[config.mk]
export PLATFORM = sky130hd
export DESIGN_NAME = mdu_iter_flat
export DESIGN_NICKNAME = d
export VERILOG_FILES = /design/src/rtl/mdu_iter_if.sv /design/src/rtl/mdu_iter.sv /design/src/flat_wrapper.sv
export SDC_FILE = /design/constraint.sdc
export NUM_CORES = 1
export LEC_CHECK = 0
export BUFFER_PORTS_ARGS = -buffer_cell sky130_fd_sc_hd__buf_4
export CAP_MARGIN = 20
export CORE_UTILIZATION = 60
export DETAILED_ROUTE_END_ITERATION = 10
export PLACE_DENSITY = 0.82
export RECOVER_POWER = 50
export SLEW_MARGIN = 10
export SYNTH_ARGS = -nofsm -noshare
export SYNTH_HDL_FRONTEND = slang
export SYNTH_SLANG_ARGS = --single-unit
[constraint.sdc]
create_clock -name clk -period 4.3 [get_ports clk]
set_clock_uncertainty 0.2 [all_clocks]
set_input_delay 0.86 -clock clk [delete_from_list [all_inputs] [get_ports clk]]
set_output_delay 0.86 -clock clk [all_outputs]
set_load 0.02 [all_outputs]
[src/rtl/mdu_iter_if.sv]
// Handshake and HI/LO bus between the register-file read side and the iterative multiply/divide unit.
interface mdu_iter_if #(
    parameter int WIDTH = 32
);
    logic             start;
    logic [1:0]       op;
    logic [WIDTH-1:0] a;
    logic [WIDTH-1:0] b;
    logic             hi_we;
    logic             lo_we;
    logic [WIDTH-1:0] wd;
    logic             busy;
    logic             done;
    logic [WIDTH-1:0] hi;
    logic [WIDTH-1:0] lo;

    modport master (
        output start, op, a, b, hi_we, lo_we, wd,
        input  busy, done, hi, lo
    );

    modport slave (
        input  start, op, a, b, hi_we, lo_we, wd,
        output busy, done, hi, lo
    );
endinterface

[src/rtl/mdu_iter.sv]
// Iterative MULT/MULTU/DIV/DIVU unit with architectural HI/LO and MTHI/MTLO write paths.
// Sign-magnitude operation: magnitudes are iterated for 32 cycles, signs are applied in FIX.
module mdu_iter #(
    parameter int WIDTH = 32,
    parameter int ITER  = 32
) (
    input  logic        clk,
    input  logic        rst,
    mdu_iter_if.slave   bus
);
    localparam int CW = $clog2(ITER);

    typedef enum logic [1:0] {
        S_IDLE = 2'd0,
        S_CALC = 2'd1,
        S_FIX  = 2'd2
    } state_t;

    state_t             r_state;
    state_t             w_next;
    logic [CW-1:0]      r_cnt;
    logic [2*WIDTH-1:0] r_acc;
    logic [WIDTH-1:0]   r_b;
    logic [1:0]         r_op;
    logic               r_sa;
    logic               r_sb;
    logic [WIDTH-1:0]   r_hi;
    logic [WIDTH-1:0]   r_lo;
    logic               r_done;

    logic               w_busy;
    logic               w_accept;
    logic               w_calc;
    logic               w_fix;
    logic               w_mt_ok;

    logic               w_signed_in;
    logic [WIDTH-1:0]   w_a_mag;
    logic [WIDTH-1:0]   w_b_mag;

    logic [WIDTH:0]     w_mul_sum;
    logic [2*WIDTH-1:0] w_mul_next;
    logic [WIDTH:0]     w_trial;
    logic [WIDTH:0]     w_diff;
    logic [2*WIDTH-1:0] w_div_next;

    logic               w_is_div;
    logic               w_signed;
    logic [2*WIDTH-1:0] w_prod;
    logic [WIDTH-1:0]   w_quo;
    logic [WIDTH-1:0]   w_rem;
    logic [WIDTH-1:0]   w_fix_hi;
    logic [WIDTH-1:0]   w_fix_lo;

    // State register.
    always_ff @(posedge clk) begin
        // NOTE: every clocked assignment is non-blocking so all registers update from pre-edge values.
        if (rst) r_state <= S_IDLE;
        else     r_state <= w_next;
    end

    // Next-state logic.
    always_comb begin
        // NOTE: default first so no path leaves w_next unassigned and a latch is never inferred.
        w_next = r_state;
        case (r_state)
            S_IDLE:  if (bus.start)                 w_next = S_CALC;
            S_CALC:  if (r_cnt == CW'(ITER - 1))    w_next = S_FIX;
            S_FIX:                                  w_next = S_IDLE;
            default:                                w_next = S_IDLE;
        endcase
    end

    // Output/control decode.
    always_comb begin
        w_busy   = 1'b0;
        w_accept = 1'b0;
        w_calc   = 1'b0;
        w_fix    = 1'b0;
        w_mt_ok  = 1'b0;
        case (r_state)
            S_IDLE: begin
                w_accept = bus.start;
                w_mt_ok  = ~bus.start;
            end
            S_CALC: begin
                w_busy = 1'b1;
                w_calc = 1'b1;
            end
            S_FIX: begin
                w_busy = 1'b1;
                w_fix  = 1'b1;
            end
            default: ;
        endcase
    end

    // Operand magnitudes at load; op[0]=0 selects the signed variants.
    assign w_signed_in = ~bus.op[0];
    assign w_a_mag = (w_signed_in && bus.a[WIDTH-1]) ? -bus.a : bus.a;
    assign w_b_mag = (w_signed_in && bus.b[WIDTH-1]) ? -bus.b : bus.b;

    // Multiply: upper half accumulates, lower half shifts the multiplier out as the product shifts in.
    assign w_mul_sum  = {1'b0, r_acc[2*WIDTH-1:WIDTH]} + (r_acc[0] ? {1'b0, r_b} : '0);
    assign w_mul_next = {w_mul_sum, r_acc[WIDTH-1:1]};

    // Divide: upper half is the partial remainder, lower half shifts the dividend out and quotient in.
    assign w_trial    = r_acc[2*WIDTH-1:WIDTH-1];
    assign w_diff     = w_trial - {1'b0, r_b};
    assign w_div_next = w_diff[WIDTH] ? {w_trial[WIDTH-1:0], r_acc[WIDTH-2:0], 1'b0}
                                      : {w_diff[WIDTH-1:0],  r_acc[WIDTH-2:0], 1'b1};

    // Sign fix-up; a zero divisor forces an all-ones quotient and the remainder reproduces a.
    assign w_is_div = r_op[1];
    assign w_signed = ~r_op[0];
    assign w_prod   = (w_signed && (r_sa ^ r_sb)) ? -r_acc : r_acc;
    assign w_quo    = r_acc[WIDTH-1:0];
    assign w_rem    = r_acc[2*WIDTH-1:WIDTH];

    always_comb begin
        w_fix_hi = w_prod[2*WIDTH-1:WIDTH];
        w_fix_lo = w_prod[WIDTH-1:0];
        if (w_is_div) begin
            w_fix_hi = (w_signed && r_sa) ? -w_rem : w_rem;
            if (r_b == '0)
                w_fix_lo = '1;
            else
                w_fix_lo = (w_signed && (r_sa ^ r_sb)) ? -w_quo : w_quo;
        end
    end

    // Datapath and architectural registers.
    always_ff @(posedge clk) begin
        if (rst) begin
            r_cnt  <= '0;
            r_acc  <= '0;
            r_b    <= '0;
            r_op   <= '0;
            r_sa   <= 1'b0;
            r_sb   <= 1'b0;
            r_hi   <= '0;
            r_lo   <= '0;
            r_done <= 1'b0;
        end else begin
            r_done <= w_fix;
            if (w_accept) begin
                r_cnt <= '0;
                r_acc <= {{WIDTH{1'b0}}, w_a_mag};
                r_b   <= w_b_mag;
                r_op  <= bus.op;
                r_sa  <= w_signed_in & bus.a[WIDTH-1];
                r_sb  <= w_signed_in & bus.b[WIDTH-1];
            end else if (w_calc) begin
                r_cnt <= r_cnt + 1'b1;
                r_acc <= w_is_div ? w_div_next : w_mul_next;
            end
            if (w_fix) begin
                r_hi <= w_fix_hi;
                r_lo <= w_fix_lo;
            end else if (w_mt_ok) begin
                if (bus.hi_we) r_hi <= bus.wd;
                if (bus.lo_we) r_lo <= bus.wd;
            end
        end
    end

    assign bus.busy = w_busy;
    assign bus.done = r_done;
    assign bus.hi   = r_hi;
    assign bus.lo   = r_lo;
endmodule

[src/flat_wrapper.sv]
// flat-port wrapper written by rule: the top's interface ports become plain ports
module mdu_iter_flat 
#(
    parameter int WIDTH = 32,
    parameter int ITER  = 32
)
  (clk, rst, bus_start, bus_op, bus_a, bus_b, bus_hi_we, bus_lo_we, bus_wd, bus_busy, bus_done, bus_hi, bus_lo);
  mdu_iter_if #(.WIDTH(WIDTH)) bus_i ();
  input  logic clk;
  input  logic rst;
  input wire logic [$bits(bus_i.start)-1:0] bus_start;
  input wire logic [$bits(bus_i.op)-1:0] bus_op;
  input wire logic [$bits(bus_i.a)-1:0] bus_a;
  input wire logic [$bits(bus_i.b)-1:0] bus_b;
  input wire logic [$bits(bus_i.hi_we)-1:0] bus_hi_we;
  input wire logic [$bits(bus_i.lo_we)-1:0] bus_lo_we;
  input wire logic [$bits(bus_i.wd)-1:0] bus_wd;
  output wire logic [$bits(bus_i.busy)-1:0] bus_busy;
  output wire logic [$bits(bus_i.done)-1:0] bus_done;
  output wire logic [$bits(bus_i.hi)-1:0] bus_hi;
  output wire logic [$bits(bus_i.lo)-1:0] bus_lo;
  assign bus_i.start = bus_start;
  assign bus_i.op = bus_op;
  assign bus_i.a = bus_a;
  assign bus_i.b = bus_b;
  assign bus_i.hi_we = bus_hi_we;
  assign bus_i.lo_we = bus_lo_we;
  assign bus_i.wd = bus_wd;
  assign bus_busy = bus_i.busy;
  assign bus_done = bus_i.done;
  assign bus_hi = bus_i.hi;
  assign bus_lo = bus_i.lo;
  mdu_iter #(.WIDTH(WIDTH), .ITER(ITER)) u_core (.clk(clk), .rst(rst), .bus(bus_i));
endmodule
* Yosys cells after proc, flatten, opt, wreduce, memory -nomap -nowiden
Index checks and enable logic that the tools add are counted.
** Operators by class
- Add/subtract/negate cells :: 8
- $mul :: 0
- Divide/modulo/power cells :: 0
- $lt $le $gt $ge :: 0
- Eq/ne operators :: 5
- Shift-type cells :: 0
- Muxes and demuxes :: 27
- Bitwise operators :: 6
- Reductions and logical operators :: 15
** Operators with widths (count)
- $mux 32 :: 16
- $mux 64 :: 3
- $neg 32->32 :: 4
- $neg 64->64 :: 1
- $add 32x32->33 :: 1
- $sub 33x32->33 :: 1
- $logic_not 32->1 :: 1
- $reduce_bool 2->1 :: 4
- $reduce_and 2->1 :: 3
- $add 5x1->5 const B :: 1
- $eq 5x5->1 const B :: 1
- $mux 1 :: 5
- $logic_and 1x1->1 :: 4
- $mux 2 :: 2
- $pmux 2 s2 :: 1
- $reduce_or 2->1 :: 2
- $not 1->1 :: 3
- $and 1x1->1 :: 2
- $eq 2x1->1 const B :: 1
- $eq 2x2->1 const B :: 1
- $logic_not 2->1 :: 1
- $ne 2x1->1 const B :: 1
- $ne 2x2->1 const B :: 1
- $xor 1x1->1 :: 1
** Storage, ports and cells
- Flip-flop bits (word level) :: 172
- Bits in latches :: 0
- RAM bits :: 0
- Bits in read-only memories :: 0
- Input bits :: 103
- Logic and storage cells :: 72
- Memories :: 0

* Longest topological paths before layout
- Word-level depth :: 6
- Depth in mapped cells :: 15
- Mapped depth without buffers :: 13

* Least setup slack after synthesis
OpenSTA, ideal clock, no wires.
- Kind :: input port to flip-flop
- From :: in bus_b[4]
- To :: reg u_core.r_b[29]
- Library setup time :: 0.086 ns
- Arrival time :: 3.273 ns
- Path slack :: 0.741 ns
- Stages :: 9
- Path buffers :: 0
- Cells stage by stage :: or4_4 nor3_4 and3_4 nand3b_4 or4_4 or4_4 o41ai_2 xor2_1 a211oi_1
** Between the ends
- Cells in the longest elaborated chain, start to end :: 2
** Ends and longest elaborated chain
- start: declaration :: RTL line flat_wrapper.sv:14 : input wire logic [$bits(bus_i.b)-1:0] bus_b;
- $neg 32->32 :: RTL line mdu_iter.sv:101 : assign w_b_mag = (w_signed_in && bus.b[WIDTH-1]) ? -bus.b : bus.b;
- $mux 32 :: RTL line mdu_iter.sv:101
- end signal: assignment :: RTL line mdu_iter.sv:149 : r_b <= w_b_mag;
- end: declaration :: RTL line mdu_iter.sv:23 : logic [WIDTH-1:0] r_b;
Every way passes these cells.
A chain may end at the register's enable or synchronous reset.

* Worst setup path after layout
- From :: reg u_core.r_acc[31]
- To :: reg u_core.r_acc[43]
** Between the ends
- Cells in the longest elaborated chain, start to end :: 3
** Ends and longest elaborated chain
- start: declaration :: RTL line mdu_iter.sv:22 : logic [2*WIDTH-1:0] r_acc;
- start signal: assignment :: RTL line mdu_iter.sv:148 : r_acc <= {{WIDTH{1'b0}}, w_a_mag};
- start signal: assignment :: RTL line mdu_iter.sv:155 : r_acc <= w_is_div ? w_div_next : w_mul_next;
- $sub 33x32->33 :: RTL line mdu_iter.sv:109 : assign w_diff = w_trial - {1'b0, r_b};
- $mux 64 :: RTL line mdu_iter.sv:110 : assign w_div_next = w_diff[WIDTH] ? {w_trial[WIDTH-1:0], r_acc[WIDTH-2:0], 1'b0}
- $mux 64 :: RTL line mdu_iter.sv:155
Every way passes these cells.

==> impl_metrics.env <==
export IMPL_period_share=0.908
export IMPL_final_common_cell="nor2_1"
export IMPL_antenna_found_initial=2
export IMPL_cts_hold_buf=0
export IMPL_first_pass_iters=6
export IMPL_min_to="u_core.r_b[15]$_SDFFE_PP0P_"
export IMPL_grtUsageTotal=0.373
export IMPL_path_max_fanout=60
export IMPL_rsz0062_at_grt="no"
export IMPL_insertion_delay_ns=0.44
export IMPL_crit_path_max_incr_delay_ns=0.52
export IMPL_die_area_mm2=0.0244
export IMPL_vias=14900
export IMPL_worstHoldStart="u_core.r_b[15]$_SDFFE_PP0P_"
export IMPL_synth_edf_count=0
export IMPL_clk_path_buf_depth=2
export IMPL_grt_ovfl_total=0
export IMPL_synth_seq_cells=172
export IMPL_status="finished, violations left"
export IMPL_post_cts_repair_setup_buffers=0
export IMPL_worst_hold_path_type="flop to flop"
export IMPL_synth_area_mm2=0.0143
export IMPL_rr_startpoint="u_core.r_acc[31]$_SDFFE_PP0P_"
export IMPL_grt_pass1_vias=13500
export IMPL_setup_ws_ns=0.395
export IMPL_min_period_ns=3.91
export IMPL_mostFrequentLayoutCells="nor2_1 (214), a21oi_1 (177), dfxtp_1 (171)"
export IMPL_clkTransAtPathRegs_ns=0.08
export IMPL_synthFlopType="dfxtp_1"
export IMPL_slew_headroom=-0.326
export IMPL_holdWs_ns=0.266
export IMPL_place_area_mm2=0.0157
export IMPL_io_pins=169
export IMPL_r2r_end="u_core.r_acc[43]$_SDFFE_PP0P_"
export IMPL_endpoint_kind="flop"
export IMPL_drt_iter0_drc=1414
export IMPL_syn_area_per_cell_um2=7.49
export IMPL_syn_nets=2086
export IMPL_async_flop_share=0
export IMPL_finalHoldViolCount=0
export IMPL_stdcell_area_mm2=0.0160
export IMPL_reg2reg_slack_ns=0.39
export IMPL_numPortBuffers=168
export IMPL_rows=56
export IMPL_ys_seq_area_frac=0.241
export IMPL_fin_tns_setup_ns=0
export IMPL_layout_drive_gt1_share=0.103
export IMPL_final_util=0.683
export IMPL_grt_max_degree=95
export IMPL_hpwlAfterDp_um=35100
export IMPL_violations="capacitance limit, slew limit"
export IMPL_detail_route_antenna_nets=0
export IMPL_routed_wl_um=46800
export IMPL_post_cts_resize_count=0
export IMPL_cts_tree="yes"
export IMPL_finalSetupViolations=0
export IMPL_final_cells=2326
export IMPL_holdPathStages=2
export IMPL_fmax_mhz=256
export IMPL_drc=0
export IMPL_core_mm2=0.0234
export IMPL_peakVddDrop_uv=245
export IMPL_htreeDepth=4
export IMPL_fp_dieH_um=156
export IMPL_path_cells="inv_1, ha_1, fa_1, nand2b_1, a21oi_1, a2111oi_0, buf_4, o21a_1, o21a_1, o211ai_1, buf_12, mux2i_1, a21oi_1, a31o_2"
export IMPL_clock_root_buffer="clkbuf_16"
export IMPL_avgViaCountPerCell=6.41
export IMPL_dp_cells=2292
export IMPL_worstRegToRegCells=14
export IMPL_leakage_nw=6.47
export IMPL_syn_to_final_growth_pct=11.9
export IMPL_critPathArrivalTime_ns=4.04
export IMPL_drv_cap=1
export IMPL_maxSlewViolCount=95
export IMPL_yosys_warnings=0
export IMPL_gp_congestion=0.989
export IMPL_wire_per_inst_um=20.1
export IMPL_grt_first_pass_wirelength_um=71800
export IMPL_dpl_worst_slack_ns=0.403
export IMPL_powerDensity_mw_per_mm2=360
export IMPL_cts_buffers=17
export IMPL_die_w_um=156
export IMPL_cts_sinks=172
export IMPL_tightest_slew_ns=1.99
export IMPL_power_mw=5.76
export IMPL_synth_cell_types=78
export IMPL_fin_nets=2172
export IMPL_netlist_instances=1907
export IMPL_fill_cells=2130
export IMPL_cp_slowest_cell="dfxtp_1"
export IMPL_crit_path_start_kind="flop"
export IMPL_criticalPathCategory="flop to flop"
export IMPL_start_util=0.611
export IMPL_crit_required_ns=4.44
-- state kept, by name (all words and copies together) (netlist names) --
register	count
u_core.r_op	2
u_core.r_sa	1
u_core.r_sb	1
u_core.bus.done	1
u_core.r_acc	64
u_core.r_b	32
u_core.bus.lo	32
u_core.r_cnt	5
u_core.r_state	2
u_core.bus.hi	32
-- worst max-delay path, delay by kind of cell, from the launching register on --
kind                     cells  cell delay [ns]
AO/OA/AOI/OAI                7             1.37
adder cells (fa/ha/maj)      2             0.65
buffers and inverters        3             0.62
flip-flops                   1             0.52
multiplexers                 1             0.24
AND/OR/NAND/NOR              1             0.18
-- where the power goes --
group | leakage [nW] | switching (mW) | internal, mW | total, mW
registers | 1.41 | 0.207 | 1.73 | 1.94
clock network | 0.269 | 0.758 | 0.770 | 1.53
logic | 4.79 | 1.42 | 0.877 | 2.29
-- worst max path at each step --
| stage | from | end | slack, ns | depth (start not counted) |
|---|---|---|---|---|
| 3_3_place_gp | bus_b[4] | u_core.r_b[30]$_SDFFE_PP0P_ | 0.50 | 11 |
| 5_1_grt | u_core.r_acc[31]$_SDFFE_PP0P_ | u_core.r_acc[43]$_SDFFE_PP0P_ | 0.22 | 14 |
| 3_5_place_dp | bus_b[4] | u_core.r_b[29]$_SDFFE_PP0P_ | 0.40 | 10 |
| 6_report | u_core.r_acc[31]$_SDFFE_PP0P_ | u_core.r_acc[43]$_SDFFE_PP0P_ | 0.39 | 14 |
| 2_1_floorplan | bus_b[4] | u_core.r_b[29]$_SDFFE_PP0P_ | 0.74 | 9 |
| 4_1_cts | u_core.r_acc[31]$_SDFFE_PP0P_ | u_core.r_acc[43]$_SDFFE_PP0P_ | 0.45 | 14 |
-- cells in the mapped netlist (4+ instances only) --
cell type,n,area share
a2111oi_0,4,0.0025
a211o_1,4,0.0025
a211oi_1,163,0.086
a21o_1,38,0.020
a21oi_1,177,0.062
a311oi_1,16,0.0098
a31o_2,8,0.0049
a31oi_1,13,0.0057
and2_1,43,0.019
and3_1,24,0.011
buf_1,9,0.0024
clkbuf_1,120,0.032
dfxtp_1,172,0.24
ha_1,74,0.065
inv_1,59,0.015
mux2i_1,43,0.030
nand2_1,135,0.035
nand2b_1,22,0.0096
nand3_1,40,0.014
nand4_1,12,0.0053
nor2_1,215,0.056
nor2b_1,14,0.0061
nor3_1,29,0.010
nor3b_1,5,0.0026
nor4_1,23,0.010
o211ai_1,18,0.0095
o21a_1,13,0.0068
o21ai_0,109,0.038
o21bai_1,8,0.0042
o221ai_1,5,0.0031
o22ai_1,7,0.0031
o31ai_1,19,0.010
o41ai_1,9,0.0055
or2_2,5,0.0022
or3_1,11,0.0048
or4_1,8,0.0042
or4_4,4,0.0032
xnor2_1,77,0.047
xor2_1,91,0.056
-- final cells by class --
type,instances,area (µm²),area share
Multi-Input combinational cell,1538,10100,0.629
Sequential cell,172,3450,0.216
Timing Repair Buffer,204,1290,0.0809
Clock buffer,19,433,0.0271
Tap cell,319,399,0.0250
Inverter,60,225,0.0141
Clock inverter,13,129,0.00806
Antenna cell,1,2.50,0.000157
-- cell families (layout without fill, tap and decap cells) --
logic type               Yosys count  in the layout  synth area share
other                              0              1                 0
adder cells (fa/ha/maj)           76             76            0.0676
flip-flops                       172            172             0.241
AO/OA/AOI/OAI                    641            641             0.293
buffers and inverters            197            296            0.0561
AND/OR/NAND/NOR                  610            610             0.209
multiplexers                      43             43            0.0301
XOR/XNOR                         168            168             0.103
-- routing by layer --
| layer | up-vias | global-route usage | share of wire |
|---|---|---|---|
| met5 | - | 0 | 0.00028 |
| met4 | 2 | 0.152 | 0.037 |
| met3 | 118 | 0.0651 | 0.089 |
| met2 | 664 | 0.571 | 0.44 |
| met1 | 6985 | 0.516 | 0.43 |
| li1 | 7138 | - | - |
No activity file was read; power rests on OpenSTA's default activity.
